<file path="config.mk">
export PLATFORM = sky130hd
export DESIGN_NAME = mul_div_unit_flat
export DESIGN_NICKNAME = d
export VERILOG_FILES = /design/src/rtl/mul_div_unit_pkg.sv /design/src/rtl/mul_div_unit_if.sv /design/src/rtl/mul_div_unit.sv /design/src/flat_wrapper.sv
export SDC_FILE = /design/constraint.sdc
export NUM_CORES = 1
export LEC_CHECK = 0
export BUFFER_PORTS_ARGS = -buffer_cell sky130_fd_sc_hd__buf_4
export CAP_MARGIN = 20
export CORE_MARGIN = 2
export CORE_UTILIZATION = 55
export DETAILED_ROUTE_END_ITERATION = 10
export GPL_TIMING_DRIVEN = 1
export PLACE_DENSITY_LB_ADDON = 0.12
export SYNTH_ARGS = -nofsm -noshare
export SYNTH_HDL_FRONTEND = slang
export SYNTH_SLANG_ARGS = --single-unit
</file>
<file path="constraint.sdc">
create_clock -name clk -period 8.95 [get_ports clk]
set_input_delay 0.895 -clock clk [delete_from_list [all_inputs] [get_ports clk]]
set_output_delay 0.895 -clock clk [all_outputs]
set_load 0.005 [all_outputs]
</file>
<file path="src/rtl/mul_div_unit_pkg.sv">
// rtl/mul_div_unit_pkg.sv - RV32M function codes, FSM states and operand helpers
package mul_div_unit_pkg;

  localparam int MD_XLEN = 32;
  localparam int MD_FN_W = 3;

  typedef enum logic [MD_FN_W-1:0] {
    MD_MUL    = 3'd0,
    MD_MULH   = 3'd1,
    MD_MULHSU = 3'd2,
    MD_MULHU  = 3'd3,
    MD_DIV    = 3'd4,
    MD_DIVU   = 3'd5,
    MD_REM    = 3'd6,
    MD_REMU   = 3'd7
  } md_fn_e;

  typedef enum logic [1:0] {
    ST_IDLE = 2'd0,
    ST_CALC = 2'd1,
    ST_FIX  = 2'd2,
    ST_DONE = 2'd3
  } md_state_e;

  function automatic logic is_div(md_fn_e fn);
    return fn[2];
  endfunction

  // MUL needs no sign handling: the low half of the product is sign-agnostic.
  function automatic logic signed_a(md_fn_e fn);
    return fn inside {MD_MULH, MD_MULHSU, MD_DIV, MD_REM};
  endfunction

  function automatic logic signed_b(md_fn_e fn);
    return fn inside {MD_MULH, MD_DIV, MD_REM};
  endfunction

endpackage

</file>
<file path="src/rtl/mul_div_unit_if.sv">
// rtl/mul_div_unit_if.sv - execute-stage request/result bundle of the mul/div unit
interface mul_div_unit_if
  import mul_div_unit_pkg::*;
#(
  parameter int XLEN = MD_XLEN
);
  logic               start;
  logic [MD_FN_W-1:0] md_fn;
  logic [XLEN-1:0]    rs1_data;
  logic [XLEN-1:0]    rs2_data;
  logic               kill;
  logic               busy;
  logic               done;
  logic [XLEN-1:0]    out;

  modport master (
    output start, md_fn, rs1_data, rs2_data, kill,
    input  busy, done, out
  );

  modport slave (
    input  start, md_fn, rs1_data, rs2_data, kill,
    output busy, done, out
  );
endinterface

</file>
<file path="src/rtl/mul_div_unit.sv">
// rtl/mul_div_unit.sv - iterative RV32M multiply/divide, shift-add multiply and restoring divide
module mul_div_unit
  import mul_div_unit_pkg::*;
#(
  parameter int XLEN = MD_XLEN
) (
  input logic           clk,
  input logic           rst,
  mul_div_unit_if.slave md
);

  localparam int CNT_W = $clog2(XLEN);
  localparam logic [CNT_W-1:0] CNT_LAST = CNT_W'(XLEN - 1);
  localparam logic [XLEN-1:0]  XMIN = {1'b1, {(XLEN-1){1'b0}}};

  md_state_e          state_q, state_d;
  md_fn_e             fn_q;
  logic [2*XLEN-1:0]  acc_q;
  logic [XLEN-1:0]    opnd_q;
  logic               neg_q;
  logic [CNT_W-1:0]   cnt_q;
  logic [XLEN-1:0]    out_q;
  logic               busy_c, done_c;

  md_fn_e             fn_in;
  logic               a_neg, b_neg, div_zero, div_ovf, special, accept;
  logic [XLEN-1:0]    abs_a, abs_b, special_res;

  assign fn_in    = md_fn_e'(md.md_fn);
  assign a_neg    = signed_a(fn_in) & md.rs1_data[XLEN-1];
  assign b_neg    = signed_b(fn_in) & md.rs2_data[XLEN-1];
  assign abs_a    = a_neg ? -md.rs1_data : md.rs1_data;
  assign abs_b    = b_neg ? -md.rs2_data : md.rs2_data;
  assign div_zero = (md.rs2_data == '0);
  assign div_ovf  = (fn_in inside {MD_DIV, MD_REM}) && (md.rs1_data == XMIN) && (md.rs2_data == '1);
  assign special  = is_div(fn_in) && (div_zero || div_ovf);
  assign accept   = (state_q == ST_IDLE) && md.start && !md.kill;

  always_comb begin
    special_res = '0;
    if (div_zero) begin
      special_res = (fn_in inside {MD_DIV, MD_DIVU}) ? '1 : md.rs1_data;
    end else if (fn_in == MD_DIV) begin
      special_res = XMIN;
    end
  end

  // One iteration of each algorithm; acc_q holds {partial, multiplier} or {remainder, dividend/quotient}.
  logic [XLEN:0]     mul_sum, div_trial;
  logic [2*XLEN-1:0] mul_next, div_next;

  assign mul_sum   = {1'b0, acc_q[2*XLEN-1:XLEN]} + (acc_q[0] ? {1'b0, opnd_q} : '0);
  assign mul_next  = {mul_sum, acc_q[XLEN-1:1]};
  assign div_trial = acc_q[2*XLEN-1:XLEN-1] - {1'b0, opnd_q};
  assign div_next  = div_trial[XLEN] ? {acc_q[2*XLEN-2:0], 1'b0}
                                     : {div_trial[XLEN-1:0], acc_q[XLEN-2:0], 1'b1};

  logic [2*XLEN-1:0] prod_fixed;
  logic [XLEN-1:0]   fix_res;

  assign prod_fixed = neg_q ? -acc_q : acc_q;

  always_comb begin
    fix_res = '0;
    unique case (fn_q)
      MD_MUL:                       fix_res = prod_fixed[XLEN-1:0];
      MD_MULH, MD_MULHSU, MD_MULHU: fix_res = prod_fixed[2*XLEN-1:XLEN];
      MD_DIV, MD_DIVU:              fix_res = neg_q ? -acc_q[XLEN-1:0] : acc_q[XLEN-1:0];
      MD_REM, MD_REMU:              fix_res = neg_q ? -acc_q[2*XLEN-1:XLEN] : acc_q[2*XLEN-1:XLEN];
      default:                      fix_res = '0;
    endcase
  end

  always_ff @(posedge clk or posedge rst) begin
    if (rst) state_q <= ST_IDLE;
    else     state_q <= state_d;
  end

  always_comb begin
    state_d = state_q;
    busy_c  = (state_q != ST_IDLE);
    done_c  = (state_q == ST_DONE);
    unique case (state_q)
      ST_IDLE: if (accept) state_d = special ? ST_DONE : ST_CALC;
      ST_CALC: if (cnt_q == CNT_LAST) state_d = ST_FIX;
      ST_FIX:  state_d = ST_DONE;
      ST_DONE: state_d = ST_IDLE;
      default: state_d = ST_IDLE;
    endcase
    if (md.kill) state_d = ST_IDLE;
  end

  always_ff @(posedge clk or posedge rst) begin
    if (rst) begin
      fn_q   <= MD_MUL;
      acc_q  <= '0;
      opnd_q <= '0;
      neg_q  <= 1'b0;
      cnt_q  <= '0;
      out_q  <= '0;
    end else if (!md.kill) begin
      unique case (state_q)
        ST_IDLE: if (accept) begin
          fn_q  <= fn_in;
          cnt_q <= '0;
          if (is_div(fn_in)) begin
            acc_q  <= {{XLEN{1'b0}}, abs_a};
            opnd_q <= abs_b;
            neg_q  <= (fn_in == MD_REM) ? a_neg : (a_neg ^ b_neg);
          end else begin
            acc_q  <= {{XLEN{1'b0}}, abs_b};
            opnd_q <= abs_a;
            neg_q  <= a_neg ^ b_neg;
          end
          if (special) out_q <= special_res;
        end
        ST_CALC: begin
          acc_q <= is_div(fn_q) ? div_next : mul_next;
          cnt_q <= cnt_q + 1'b1;
        end
        ST_FIX:  out_q <= fix_res;
        default: ;
      endcase
    end
  end

  assign md.busy = busy_c;
  assign md.done = done_c;
  assign md.out  = out_q;

endmodule

</file>
<file path="src/flat_wrapper.sv">
// flat-port wrapper written by rule: the top's interface ports become plain ports
module mul_div_unit_flat import mul_div_unit_pkg::*;
#(
  parameter int XLEN = MD_XLEN
)
  (clk, rst, md_start, md_md_fn, md_rs1_data, md_rs2_data, md_kill, md_busy, md_done, md_out);
  mul_div_unit_if #(.XLEN(XLEN)) md_i ();
  input logic clk;
  input logic rst;
  input wire logic [$bits(md_i.start)-1:0] md_start;
  input wire logic [$bits(md_i.md_fn)-1:0] md_md_fn;
  input wire logic [$bits(md_i.rs1_data)-1:0] md_rs1_data;
  input wire logic [$bits(md_i.rs2_data)-1:0] md_rs2_data;
  input wire logic [$bits(md_i.kill)-1:0] md_kill;
  output wire logic [$bits(md_i.busy)-1:0] md_busy;
  output wire logic [$bits(md_i.done)-1:0] md_done;
  output wire logic [$bits(md_i.out)-1:0] md_out;
  assign md_i.start = md_start;
  assign md_i.md_fn = md_md_fn;
  assign md_i.rs1_data = md_rs1_data;
  assign md_i.rs2_data = md_rs2_data;
  assign md_i.kill = md_kill;
  assign md_busy = md_i.busy;
  assign md_done = md_i.done;
  assign md_out = md_i.out;
  mul_div_unit #(.XLEN(XLEN)) u_core (.clk(clk), .rst(rst), .md(md_i));
endmodule
</file>
Word-level counts from Yosys, hierarchy flattened
Index checks and enable logic that the tools add are counted.
{ "word_totals": {"regBits": 139, "latch_bits": 0, "mem_bits_rw": 0, "romBits": 0, "in_bits": 71, "out_inout_bits": 34, "elab_cells": 93, "n_memories": 0} }
{ "op_classes": {"n_addsub": 8, "multipliers": 0, "n_div": 0, "magnitude_cmp": 0, "n_eq_ne": 22, "shifts": 0, "mux": 28, "n_bitwise": 4, "reduce_logical": 24} }
{ "op_table": {"columns": ["operator", "count"], "rows": [
  ["two-way mux 32 bit", 12],
  ["two-way mux 64 bit", 4],
  ["negator 32 bit", 4],
  ["case mux 32 bit (4 select lines)", 1],
  ["case mux 64 bit (2 select lines)", 1],
  ["== test 32 bit, second input constant", 2],
  ["negator 64 bit", 1],
  ["case mux 32 bit (2 select lines)", 1],
  ["adder 32 x 33 -> 33 bit", 1],
  ["subtractor 33 x 32 -> 33 bit", 1],
  ["logical NOT 32 bit", 1],
  ["== test 3 bit, second input constant", 7],
  ["case mux 5 bit (2 select lines)", 1],
  ["nonzero test 2 bit", 5],
  ["== test 3 x 2 -> 1 bit, second input constant", 3],
  ["two-way mux 2 bit", 4],
  ["case mux 2 bit (4 select lines)", 1],
  ["== test 3 x 1 -> 1 bit, second input constant", 2],
  ["inequality test 3 x 2 -> 1 bit, second input constant", 2],
  ["AND reduction 3 bit", 2],
  ["adder 5 x 1 -> 5 bit, second input constant", 1],
  ["== test 5 bit, second input constant", 1],
  ["logical AND 1 bit", 5],
  ["two-way mux 5 bit", 1],
  ["other kinds (17)", 22]
]} }

Depth between registers and ports, before layout
{ "depth": {"word_depth": 10, "depth_mapped": 14, "depth_no_buf": 13} }

Least setup slack after synthesis
Ideal clock, no wire load.
{ "synth_timing": {"kind": "input port to flip-flop", "start": "input md_rs2_data[12]", "end": "register u_core.out_q[21], in the netlist u_core.md.out[21]", "setup_time_ns": 0.126, "arrival_ns": 3.751, "required_time_ns": 8.824, "slack_ns": 5.073, "cell_stages": 10, "n_path_buf": 1, "path_cell_list": "or4_4 nor4_2 or3b_1 or4_4 or4_1 buf_2 o21a_1 o21ai_4 o21ai_1 o32a_1"} }
{ "synth_between": {"elab_chain_cells": 6, "word_cells_on_any_way": 11, "classes_between": "eq/ne: 2; mux: 4; reduce/logical: 5"} }
{ "synth_lines": {"columns": ["item", "line_no", "text"], "rows": [
  ["start, declared", "flat_wrapper.sv:13", "input wire logic [$bits(md_i.rs2_data)-1:0] md_rs2_data;"],
  ["== test 32 bit", "mul_div_unit.sv:35", "assign div_ovf = (fn_in inside {MD_DIV, MD_REM}) && (md.rs1_data == XMIN) && (md.rs2_data == '1);"],
  ["logical AND 1 bit", "mul_div_unit.sv:35", null],
  ["logical OR 1 bit", "mul_div_unit.sv:36", "assign special = is_div(fn_in) && (div_zero || div_ovf);"],
  ["logical AND 1 bit", "mul_div_unit.sv:36", null],
  ["inequality test 2 x 1 -> 1 bit (no line)", null, null],
  ["AND reduction 4 bit (no line)", null, null],
  ["end signal, assigned", "mul_div_unit.sv:115", "if (special) out_q <= special_res;"],
  ["end signal, assigned", "mul_div_unit.sv:121", "ST_FIX: out_q <= fix_res;"],
  ["end, declared", "mul_div_unit.sv:22", "logic [XLEN-1:0] out_q;"]
]} }
Parallel ways exist; a longest one is shown, timed or not. The select of a mux whose other input is x is not followed.
A chain may end at the register's enable or synchronous reset.

Worst setup path after layout
{ "layout_timing": {"start": "register u_core.acc_q[0]", "end": "register u_core.acc_q[62]"} }
{ "layout_between": {"elab_chain_cells": 4} }
{ "layout_lines": {"columns": ["item", "line_no", "text"], "rows": [
  ["start, declared", "mul_div_unit.sv:18", "logic [2*XLEN-1:0] acc_q;"],
  ["start signal, assigned", "mul_div_unit.sv:107", "acc_q <= {{XLEN{1'b0}}, abs_a};"],
  ["start signal, assigned", "mul_div_unit.sv:111", "acc_q <= {{XLEN{1'b0}}, abs_b};"],
  ["start signal, assigned", "mul_div_unit.sv:118", "acc_q <= is_div(fn_q) ? div_next : mul_next;"],
  ["two-way mux 32 bit", "mul_div_unit.sv:52", "assign mul_sum = {1'b0, acc_q[2*XLEN-1:XLEN]} + (acc_q[0] ? {1'b0, opnd_q} : '0);"],
  ["adder 32 x 33 -> 33 bit", "mul_div_unit.sv:52", null],
  ["two-way mux 64 bit", "mul_div_unit.sv:118", null],
  ["case mux 64 bit (2 select lines)", "mul_div_unit.sv:102", "unique case (state_q)"]
]} }
Every way passes these cells.

==> impl_metrics.ini <==
[critical_path]
critical-path-slowest-cell = nor4b_1
start_kind = register
worst-endpoint-required_ps = 9290
slowest_delay_ps = 760
critPathTopFamily = simple AND/OR/NAND/NOR gates
critical_path_depth = 12
crit_chain = inv_1 -> buf_4 -> nor2_1 -> ha_1 -> nand4_1 -> nor4b_1 -> o211ai_1 -> a21oi_1 -> or4b_2 -> a21oi_1 -> xor2_1 -> a221o_1
cpMostUsedCell = a21oi_1
critPathKind = reg2reg
reg2regPathDepth = 12
cp_num_buf_inv = 2
cp_max_fo = 28
cp-end-kind = register
critPathArrivalTime_ps = 4840

[cts]
tritoncts = yes
clock_tree.root_cell = clkbuf_16
cts-buffers-inserted = 17
cts_setup_buffers = 0
path_clk_slew_ps = 80
clkSinkCount = 139
cts_buffer_depth = 2
cts-hold-fix-buffers = 0
clk_latency_ps = 450
cts_resized = 0
htreeDepth = 4

[logic_synthesis]
synth_edf_count = 0
yosysUniqueCellTypes = 75
synth.top_cells.by_area = dfrtp_1 (24%), o21ai_0 (6.6%), ha_1 (6.5%)
syn_area_per_cell_um2 = 7.442
ys_ff_latch = 139
syn-num-nets = 2108
synth_cells = 1959
seq_area_frac_synth = 0.2386
synthArstFlopShare = 1.000
synth_top_area_share = 0.2386
synth_flop_cell = dfrtp_1
synth_warnings = 0
synth_area_um2 = 14580
synth_top_area_cell = dfrtp_1

[sta]
max_freq_mhz = 221.9
fin_crit_sh = 0.5034
setup_tns_ps = 0
maxSlewHeadroom = 0.3103
rsz0062_at_grt = false
finalWorstSetupSlack_ps = 4444
period_minus_slack_ps = 4506
finalHoldViolations = 0
setup_viol = 0
tightest_slew_ps = 1031
drv_slew = 0
worst_hold_slack_ps = 485.5
fin_skew_ps = 15.11

[floorplan]
core-area_um2 = 26060
io_pins = 105
dieWidth_um = 166.8
die_area_um2 = 27830
fp.dieH_um = 166.8
initial_utilization = 0.5595
rows = 59

[grt]
grt.total_usage = 0.4020
grt.overflow.total = 0
grt_max_degree = 101
antenna_found_initial = 0
grt_pass1_wl_um = 86080
grt_pass1_vias = 14177

[routing]
firstDrtPassIters = 8
wire_per_inst_um = 24.48
totalWireLength_um = 56910
post-route-drc-count = 0
drt-vias-per-instance = 6.750
ant_nets = 0
drt_iter0_markers = 2298
num_vias = 15694

[pwr]
power_density_nw_per_um2 = 382.1
ir_drop_uv = 469.4
total_leakage_power_nw = 6.909

[run_status]
status = complete, no violations

[placed_design]
port_buffers = 104
hpwlAfterDp_um = 43000
routabilityCongestion = 0.9892
dp_slack_ps = 4166

[min_path]
hp-class = reg2reg
worstHoldPathCells = 2

[finish]
final_util = 0.6162
fin_nets = 2126
drive_above_1_share = 0.1085
final_cell_mix = nor2_1 (217), nand2_1 (212), o21ai_0 (191), a21oi_1 (158), dfrtp_1 (137)
areaGrowthSynthToFinish_pct = 10.14
final_common_cell = nor2_1
diodes = 0

[run]
drv_cap = 0
## flip-flops by register name, indices dropped and copies added, names as in the netlist
signal / flops
u_core.state_q: 2
u_core.cnt_q: 5
u_core.opnd_q: 32
u_core.neg_q: 1
u_core.fn_q: 3
u_core.md.out: 32
u_core.acc_q: 64
## per-layer routing
layer	GRT usage	share of wire
met1	0.5764	0.42
met2	0.5535	0.40
met3	0.1245	0.13
met4	0.1754	0.047
met5	0	0
## logic make-up (layout without fill, tap and decap cells)
family / Yosys count / after routing / synth area share
simple gates: 663 / 663 / 0.2124
compound gates: 659 / 659 / 0.2834
buf+inv: 190 / 221 / 0.05029
xor+xnor: 163 / 163 / 0.09792
flops: 139 / 139 / 0.2386
fa+ha+maj: 78 / 78 / 0.06797
mux: 67 / 67 / 0.04943
## per-stage QoR
| stage | total power [W] | area [um2] | cells |
|---|---|---|---|
| after floorplan | 0.004000 | 14580 | 1959 |
| after global placement | 0.005194 | 15460 | 2293 |
| after detailed placement | 0.005243 | 15460 | 2293 |
| after CTS | 0.005994 | 16060 | 2325 |
| after global routing | 0.006542 | 16060 | 2325 |
| final | 0.006135 | 16060 | 2325 |
## cells in the mapped netlist, drive strengths merged (12+ instances only)
cell type / number
xor2: 76
dfrtp: 139
o21ai: 193
o21a: 20
xnor2: 87
a31oi: 39
ha: 76
o31ai: 35
nor4: 20
a21oi: 158
o221ai: 16
nand2: 212
or4: 20
nand2b: 16
nand3: 30
o21bai: 13
nand4: 26
o22ai: 17
o211ai: 24
inv: 65
clkbuf: 109
buf: 16
a21o: 29
nor2b: 15
mux2: 30
mux2i: 36
a22oi: 22
a211oi: 26
and2: 12
nor3: 32
o41ai: 16
nor2: 219
or3: 20
## cell type report
class | instances | area, um2
tap | 335 | 419.2
clock buffer | 17 | 425.4
timing repair buffer | 124 | 930.9
fill | 2375 | 10000
multi-input combinational | 1630 | 10380
clock inverter | 15 | 172.7
inverter | 65 | 249.0
sequential | 139 | 3481
## worst paths after layout
check                                             start                      endpoint  slack, ps
setup / recovery            u_core.acc_q[0]$_DFFE_PP0P_  u_core.acc_q[62]$_DFFE_PP0P_       4440
hold / removal             u_core.opnd_q[2]$_DFFE_PP0P_  u_core.opnd_q[2]$_DFFE_PP0P_        490
setup reg to reg            u_core.acc_q[0]$_DFFE_PP0P_  u_core.acc_q[62]$_DFFE_PP0P_       4440
hold reg to reg            u_core.opnd_q[2]$_DFFE_PP0P_  u_core.opnd_q[2]$_DFFE_PP0P_        490
max in group asynchronous                           rst      u_core.neg_q$_DFFE_PP0P_       6940
min in group asynchronous                           rst   u_core.cnt_q[0]$_DFFE_PP0P_        530
## power breakdown
group / switching, W / leakage, nW / internal, W
logic: 0.00250 / 4.87 / 0.00154
clock network: 0.000373 / 0.288 / 0.000377
registers: 0.000457 / 1.75 / 0.000894
## tightest hold or removal path: stages, from the launching register on
cell	delay [ps]
dfrtp_1	350
nand2_1	40
o21ai_0	60
(Power assumes the default switching activity.)
